$ cat config.mk
export PLATFORM = sky130hd
export DESIGN_NAME = inst_mem_loader_flat
export DESIGN_NICKNAME = d
export VERILOG_FILES = /design/src/rtl/inst_mem_loader_if.sv /design/src/rtl/inst_mem_loader.sv /design/src/flat_wrapper.sv
export SDC_FILE = /design/constraint.sdc
export NUM_CORES = 1
export LEC_CHECK = 0
export ABC_CLOCK_PERIOD_IN_PS = 3000
export CORE_ASPECT_RATIO = 0.8
export CORE_MARGIN = 2
export CORE_UTILIZATION = 56
export DETAILED_ROUTE_END_ITERATION = 8
export HOLD_SLACK_MARGIN = 0.06
export PLACE_DENSITY = 0.85
export SYNTH_ARGS = -nofsm -noshare
export SYNTH_HDL_FRONTEND = slang
export SYNTH_SLANG_ARGS = --single-unit
$ cat constraint.sdc
create_clock -name clk -period 3 [get_ports clk]
set_input_delay 0.6 -clock clk [delete_from_list [all_inputs] [get_ports clk]]
set_output_delay 0.6 -clock clk [all_outputs]
set_load 0.1 [all_outputs]
$ cat src/rtl/inst_mem_loader_if.sv
// rtl/inst_mem_loader_if.sv - byte stream in / instruction memory write out bundle
// Purpose: groups the loader's byte-stream handshake and its memory write port.
// Signals:
//   in_valid, in_data  : byte stream from the host receiver
//   in_ready           : loader accepts in_data this cycle
//   mem_we             : one-cycle instruction memory write strobe
//   mem_waddr          : word-aligned byte address of the write
//   mem_wdata          : assembled little-endian instruction word
// Modports: master = host/stream side, slave = loader.
interface inst_mem_loader_if #(
  parameter int ADDR_W = 32
);
  logic              in_valid;
  logic [7:0]        in_data;
  logic              in_ready;
  logic              mem_we;
  logic [ADDR_W-1:0] mem_waddr;
  logic [31:0]       mem_wdata;

  modport master (
    output in_valid, in_data,
    input  in_ready, mem_we, mem_waddr, mem_wdata
  );

  modport slave (
    input  in_valid, in_data,
    output in_ready, mem_we, mem_waddr, mem_wdata
  );
endinterface

$ cat src/rtl/inst_mem_loader.sv
// rtl/inst_mem_loader.sv - assembles a byte stream into instruction memory word writes
// Purpose: receives a 16-bit little-endian length header followed by len
// little-endian 32-bit instructions and writes them to BASE_ADDR + 4*k,
// holding the CPU while a session is active or has failed.
// Ports:
//   clk, rst    : clock, synchronous active-high reset
//   load_start  : one-cycle pulse starting a session (IDLE/DONE/ERR only)
//   bus         : byte stream in and memory write port (slave modport)
//   cpu_hold    : CPU must not fetch
//   done / err  : session completed / header exceeded DEPTH (sticky)
//   word_count  : words written in the current session
module inst_mem_loader #(
  parameter int                DEPTH     = 401,
  parameter int                ADDR_W    = 32,
  parameter logic [ADDR_W-1:0] BASE_ADDR = '0
) (
  input  logic               clk,
  input  logic               rst,
  input  logic               load_start,
  inst_mem_loader_if.slave   bus,
  output logic               cpu_hold,
  output logic               done,
  output logic               err,
  output logic [15:0]        word_count
);

  typedef enum logic [2:0] {
    S_IDLE, S_LEN_LO, S_LEN_HI, S_DATA, S_WRITE, S_DONE, S_ERR
  } state_t;

  state_t            state_q, state_d;
  logic [15:0]       len_q, len_d;
  logic [1:0]        idx_q, idx_d;
  logic [31:0]       asm_q, asm_d;
  logic [31:0]       wdata_q, wdata_d;
  logic [ADDR_W-1:0] waddr_q, waddr_d;
  logic [15:0]       count_q, count_d;

  logic        in_ready;
  logic        mem_we;
  logic        xfer;
  logic [15:0] len_new;

  assign xfer    = in_ready & bus.in_valid;
  assign len_new = {bus.in_data, len_q[7:0]};

  always_comb begin
    state_d  = state_q;
    len_d    = len_q;
    idx_d    = idx_q;
    asm_d    = asm_q;
    wdata_d  = wdata_q;
    waddr_d  = waddr_q;
    count_d  = count_q;
    in_ready = 1'b0;
    mem_we   = 1'b0;
    cpu_hold = 1'b0;
    done     = 1'b0;
    err      = 1'b0;

    case (state_q)
      S_IDLE: begin
        if (load_start) begin
          state_d = S_LEN_LO;
          count_d = '0;
        end
      end
      S_LEN_LO: begin
        in_ready = 1'b1;
        cpu_hold = 1'b1;
        if (xfer) begin
          len_d[7:0] = bus.in_data;
          state_d    = S_LEN_HI;
        end
      end
      S_LEN_HI: begin
        in_ready = 1'b1;
        cpu_hold = 1'b1;
        if (xfer) begin
          len_d = len_new;
          idx_d = '0;
          if ({16'd0, len_new} > 32'(DEPTH)) state_d = S_ERR;
          else if (len_new == 16'd0)         state_d = S_DONE;
          else                               state_d = S_DATA;
        end
      end
      S_DATA: begin
        in_ready = 1'b1;
        cpu_hold = 1'b1;
        if (xfer) begin
          asm_d[{idx_q, 3'b000} +: 8] = bus.in_data;
          idx_d = idx_q + 2'd1;
          if (idx_q == 2'd3) begin
            // Latch the word and address now so they are stable during the
            // write cycle and hold afterwards while the next word assembles.
            wdata_d = {bus.in_data, asm_q[23:0]};
            waddr_d = BASE_ADDR + ADDR_W'({count_q, 2'b00});
            state_d = S_WRITE;
          end
        end
      end
      S_WRITE: begin
        mem_we   = 1'b1;
        cpu_hold = 1'b1;
        count_d  = count_q + 16'd1;
        idx_d    = '0;
        state_d  = (count_d == len_q) ? S_DONE : S_DATA;
      end
      S_DONE: begin
        done = 1'b1;
        if (load_start) begin
          state_d = S_LEN_LO;
          count_d = '0;
        end
      end
      S_ERR: begin
        cpu_hold = 1'b1;
        err      = 1'b1;
        if (load_start) begin
          state_d = S_LEN_LO;
          count_d = '0;
        end
      end
      default: state_d = S_IDLE;
    endcase
  end

  always_ff @(posedge clk) begin
    if (rst) begin
      state_q <= S_IDLE;
      len_q   <= '0;
      idx_q   <= '0;
      asm_q   <= '0;
      wdata_q <= '0;
      waddr_q <= '0;
      count_q <= '0;
    end else begin
      state_q <= state_d;
      len_q   <= len_d;
      idx_q   <= idx_d;
      asm_q   <= asm_d;
      wdata_q <= wdata_d;
      waddr_q <= waddr_d;
      count_q <= count_d;
    end
  end

  assign bus.in_ready  = in_ready;
  assign bus.mem_we    = mem_we;
  assign bus.mem_waddr = waddr_q;
  assign bus.mem_wdata = wdata_q;
  assign word_count    = count_q;

endmodule

$ cat src/flat_wrapper.sv
// flat-port wrapper written by rule: the top's interface ports become plain ports
module inst_mem_loader_flat 
#(
  parameter int                DEPTH     = 401,
  parameter int                ADDR_W    = 32,
  parameter logic [ADDR_W-1:0] BASE_ADDR = '0
)
  (clk, rst, load_start, cpu_hold, done, err, word_count, bus_in_valid, bus_in_data, bus_in_ready, bus_mem_we, bus_mem_waddr, bus_mem_wdata);
  inst_mem_loader_if #(.ADDR_W(ADDR_W)) bus_i ();
  input  logic clk;
  input  logic rst;
  input  logic load_start;
  output logic cpu_hold;
  output logic done;
  output logic err;
  output logic [15:0] word_count;
  input wire logic [$bits(bus_i.in_valid)-1:0] bus_in_valid;
  input wire logic [$bits(bus_i.in_data)-1:0] bus_in_data;
  output wire logic [$bits(bus_i.in_ready)-1:0] bus_in_ready;
  output wire logic [$bits(bus_i.mem_we)-1:0] bus_mem_we;
  output wire logic [$bits(bus_i.mem_waddr)-1:0] bus_mem_waddr;
  output wire logic [$bits(bus_i.mem_wdata)-1:0] bus_mem_wdata;
  assign bus_i.in_valid = bus_in_valid;
  assign bus_i.in_data = bus_in_data;
  assign bus_in_ready = bus_i.in_ready;
  assign bus_mem_we = bus_i.mem_we;
  assign bus_mem_waddr = bus_i.mem_waddr;
  assign bus_mem_wdata = bus_i.mem_wdata;
  inst_mem_loader #(.DEPTH(DEPTH), .ADDR_W(ADDR_W), .BASE_ADDR(BASE_ADDR)) u_core (.clk(clk), .rst(rst), .load_start(load_start), .bus(bus_i), .cpu_hold(cpu_hold), .done(done), .err(err), .word_count(word_count));
endmodule
==> impl_metrics.py <==
metrics = {
    "finish": {
        "multiInputGateArea_mm2": 0.00256,
        "n_fill_cell": 702,
        "seqCellArea_mm2": 0.00218,
        "mostFrequentLayoutCells": "nand2_1, a21oi_1, dfxtp_1",
        "mostFrequentLayoutCell": "nand2_1",
        "fin_nets": 729,
        "n_antenna_cell": 0,
        "area_growth_pct": 17.4,
        "drive_gt1_frac": 0.161,
        "finish.instance_area_mm2": 0.00590,
    },
    "logic_synthesis": {
        "syn_area_per_cell_um2": 7.75,
        "synthCells": 649,
        "ys.warnings.count": 0,
        "synth_edf_count": 0,
        "ys_seq_area_frac": 0.434,
        "netlist_area_mm2": 0.00503,
        "yosys.cell_types.count": 56,
        "synth-main-ff-cell": "dfxtp_1",
        "yosys_register_bits": 109,
        "synthArstFlopShare": 0,
    },
    "pwr": {
        "power_w": 0.00340,
        "powerDensity_mw_per_mm2": 575,
        "power_leakage_nw": 2.19,
        "peakVddDrop_mv": 0.761,
    },
    "timing": {
        "min_period_over_period": 0.854,
        "drv_slew": 0,
        "worst_pin_slew_ps": 958,
        "timing.final.ws_setup_ps": 437,
        "fin_crit_ps": 2560,
        "fin_hold_ws_ps": 456,
        "rsz0062_at_grt": "false",
        "hold_viol": 0,
        "fmax_mhz": 390,
        "clock_skew_ps": 11.9,
        "setup_violations": 0,
        "max_slew_margin": 0.360,
        "tns_ps": 0,
    },
    "clock_network": {
        "cts_root_buf": "clkbuf_8",
        "cts_made_buffers": 9,
        "cts_tree": "built",
        "postCtsSetupBuffers": 0,
        "postCtsHoldBufs": 0,
        "clock-sinks": 109,
        "htree_levels": 3,
        "path_clk_slew_ps": 100,
        "clock_path_buffers": 2,
        "post_cts_resize_count": 0,
        "clock_latency_ps": 360,
    },
    "die": {
        "fp-row-count": 30,
        "ioPinCount": 97,
        "dieWidth_um": 110,
        "initial_core_util": 0.585,
        "fp.dieArea_mm2": 0.00976,
        "fp.dieH_um": 88.7,
        "core_area_mm2": 0.00860,
    },
    "setup_path": {
        "crit_path_start_kind": "register",
        "cp.arrival_ps": 2790,
        "required_ps": 3230,
        "crit_fanout": 8,
        "cp-end-kind": "register",
        "path_class": "register to register",
    },
    "place": {
        "dp_hpwl_mm": 8.59,
        "finalWeightedCongestion": 0.901,
        "placed_area_mm2": 0.00570,
        "portBuffers": 80,
        "dp_slack_ps": 333,
    },
    "route": {
        "post-route-drc-count": 0,
        "routed_via_density": 5.62,
        "drt_iter0_markers": 409,
        "vias": 4652,
        "ant_nets": 0,
        "dr.pass1.iters": 5,
        "wirelength_mm": 12.3,
        "wl_per_cell_um": 14.9,
    },
    "grt": {
        "grt_pass1_vias": 4207,
        "antenna_found_initial": 0,
        "grtUsageTotal": 0.255,
        "grt_overflow": 0,
        "grt_pass1_wl_mm": 19.7,
        "grt_start_max_net_pins": 68,
    },
    "run": {
        "max-cap-violations": 0,
    },
    "run_status": {
        "outcome": "completed",
    },
    "worst_hold_path": {
        "hold_path_class": "register to register",
    },
}
-- logic make-up (layout without fill, tap and decap cells) --
group / Yosys count / in the layout / synth area share
simple gates: 287 / 287 / 0.267
compound gates: 155 / 155 / 0.174
flops: 109 / 109 / 0.434
buf+inv: 68 / 120 / 0.0687
xor+xnor: 22 / 22 / 0.0383
fa+ha+maj: 6 / 6 / 0.0149
other cells: 1 / 16 / 0.000746
mux: 1 / 1 / 0.00199
-- worst max-delay path: stages, from the launching register on --
cell,delay [ps]
dfxtp_1,480
ha_1,330
nand3_1,400
nor2_4,340
xnor2_1,130
nor4b_1,430
and4_1,260
a211oi_1,50
-- sequential cells by signal, indices dropped and copies added (netlist names) --
signal / flops
u_core.asm_q: 24
u_core.state_q: 3
u_core.word_count: 16
u_core.bus.mem_waddr: 16
u_core.idx_q: 2
u_core.bus.mem_wdata: 32
u_core.len_q: 16
-- layout make-up --
| class | instances | share of cell area |
|---|---|---|
| inverters | 6 | 0.00381 |
| multi-input cells | 487 | 0.433 |
| clock inverters | 7 | 0.0138 |
| flip-flops and latches | 109 | 0.370 |
| repair buffers | 98 | 0.135 |
| well taps | 112 | 0.0237 |
| clock buffers | 9 | 0.0210 |
-- worst paths after layout --
check / startpoint / endpoint / slack [ps] / cells past startpoint
max reg2reg: u_core.word_count[1]$_SDFFE_PP0P_ / u_core.state_q[1]$_SDFFE_PP0P_ / 440 / 7
min reg2reg: u_core.asm_q[6]$_SDFFE_PP0P_ / u_core.bus.mem_wdata[6]$_SDFFE_PP0P_ / 460 / 2
max: u_core.word_count[1]$_SDFFE_PP0P_ / u_core.state_q[1]$_SDFFE_PP0P_ / 440 / 7
min: u_core.asm_q[6]$_SDFFE_PP0P_ / u_core.bus.mem_wdata[6]$_SDFFE_PP0P_ / 460 / 2
-- cells in the mapped netlist, types with 2 or more instances --
master,instances,area [um^2]
o21ai_0,15,75.1
nor2b_1,4,25.0
or4_1,2,15.0
xnor2_1,18,158
o21bai_1,2,15.0
inv_1,6,22.5
a31oi_1,3,18.8
nand4b_1,2,17.5
nand3b_1,4,30.0
and3b_1,2,17.5
nand2_1,167,627
xor2_1,4,35.0
nor3_1,5,25.0
or3_1,3,18.8
buf_4,17,128
a21boi_1,2,15.0
buf_6,2,22.5
o211ai_1,2,15.0
nor4_1,2,12.5
nand4_1,4,25.0
a21oi_1,111,556
and2_1,8,50.1
a211oi_1,5,37.5
a22oi_1,3,22.5
nor2_1,29,109
and4_1,3,26.3
buf_2,9,45.0
and3_1,3,18.8
clkbuf_1,34,128
nand3_1,34,170
nor3b_1,5,37.5
o311ai_1,2,17.5
dfxtp_1,109,2180
ha_1,6,75.1
-- metrics by stage --
stage / cells / utilization
after floorplan: 664 / -
after global placement: 812 / 0.663
after detailed placement: 812 / 0.663
after CTS: 828 / 0.687
after global routing: 828 / 0.687
final: 828 / 0.687
-- layer usage --
metal / global-route usage / vias up / wire [um]
li1: - / 2292 / -
met1: 0.354 / 2146 / 5410
met2: 0.405 / 195 / 5720
met3: 0.0538 / 19 / 999
met4: 0.0679 / 0 / 169
met5: 0 / - / 0
-- where the power goes --
part / total [W] / internal (W) / switching, W
combinational: 0.000909 / 0.000269 / 0.000640
sequential: 0.00157 / 0.00149 / 0.0000782
clock: 0.000919 / 0.000400 / 0.000519
total: 0.00340 / 0.00216 / 0.00124
No activity file was read; power rests on OpenSTA's default activity.
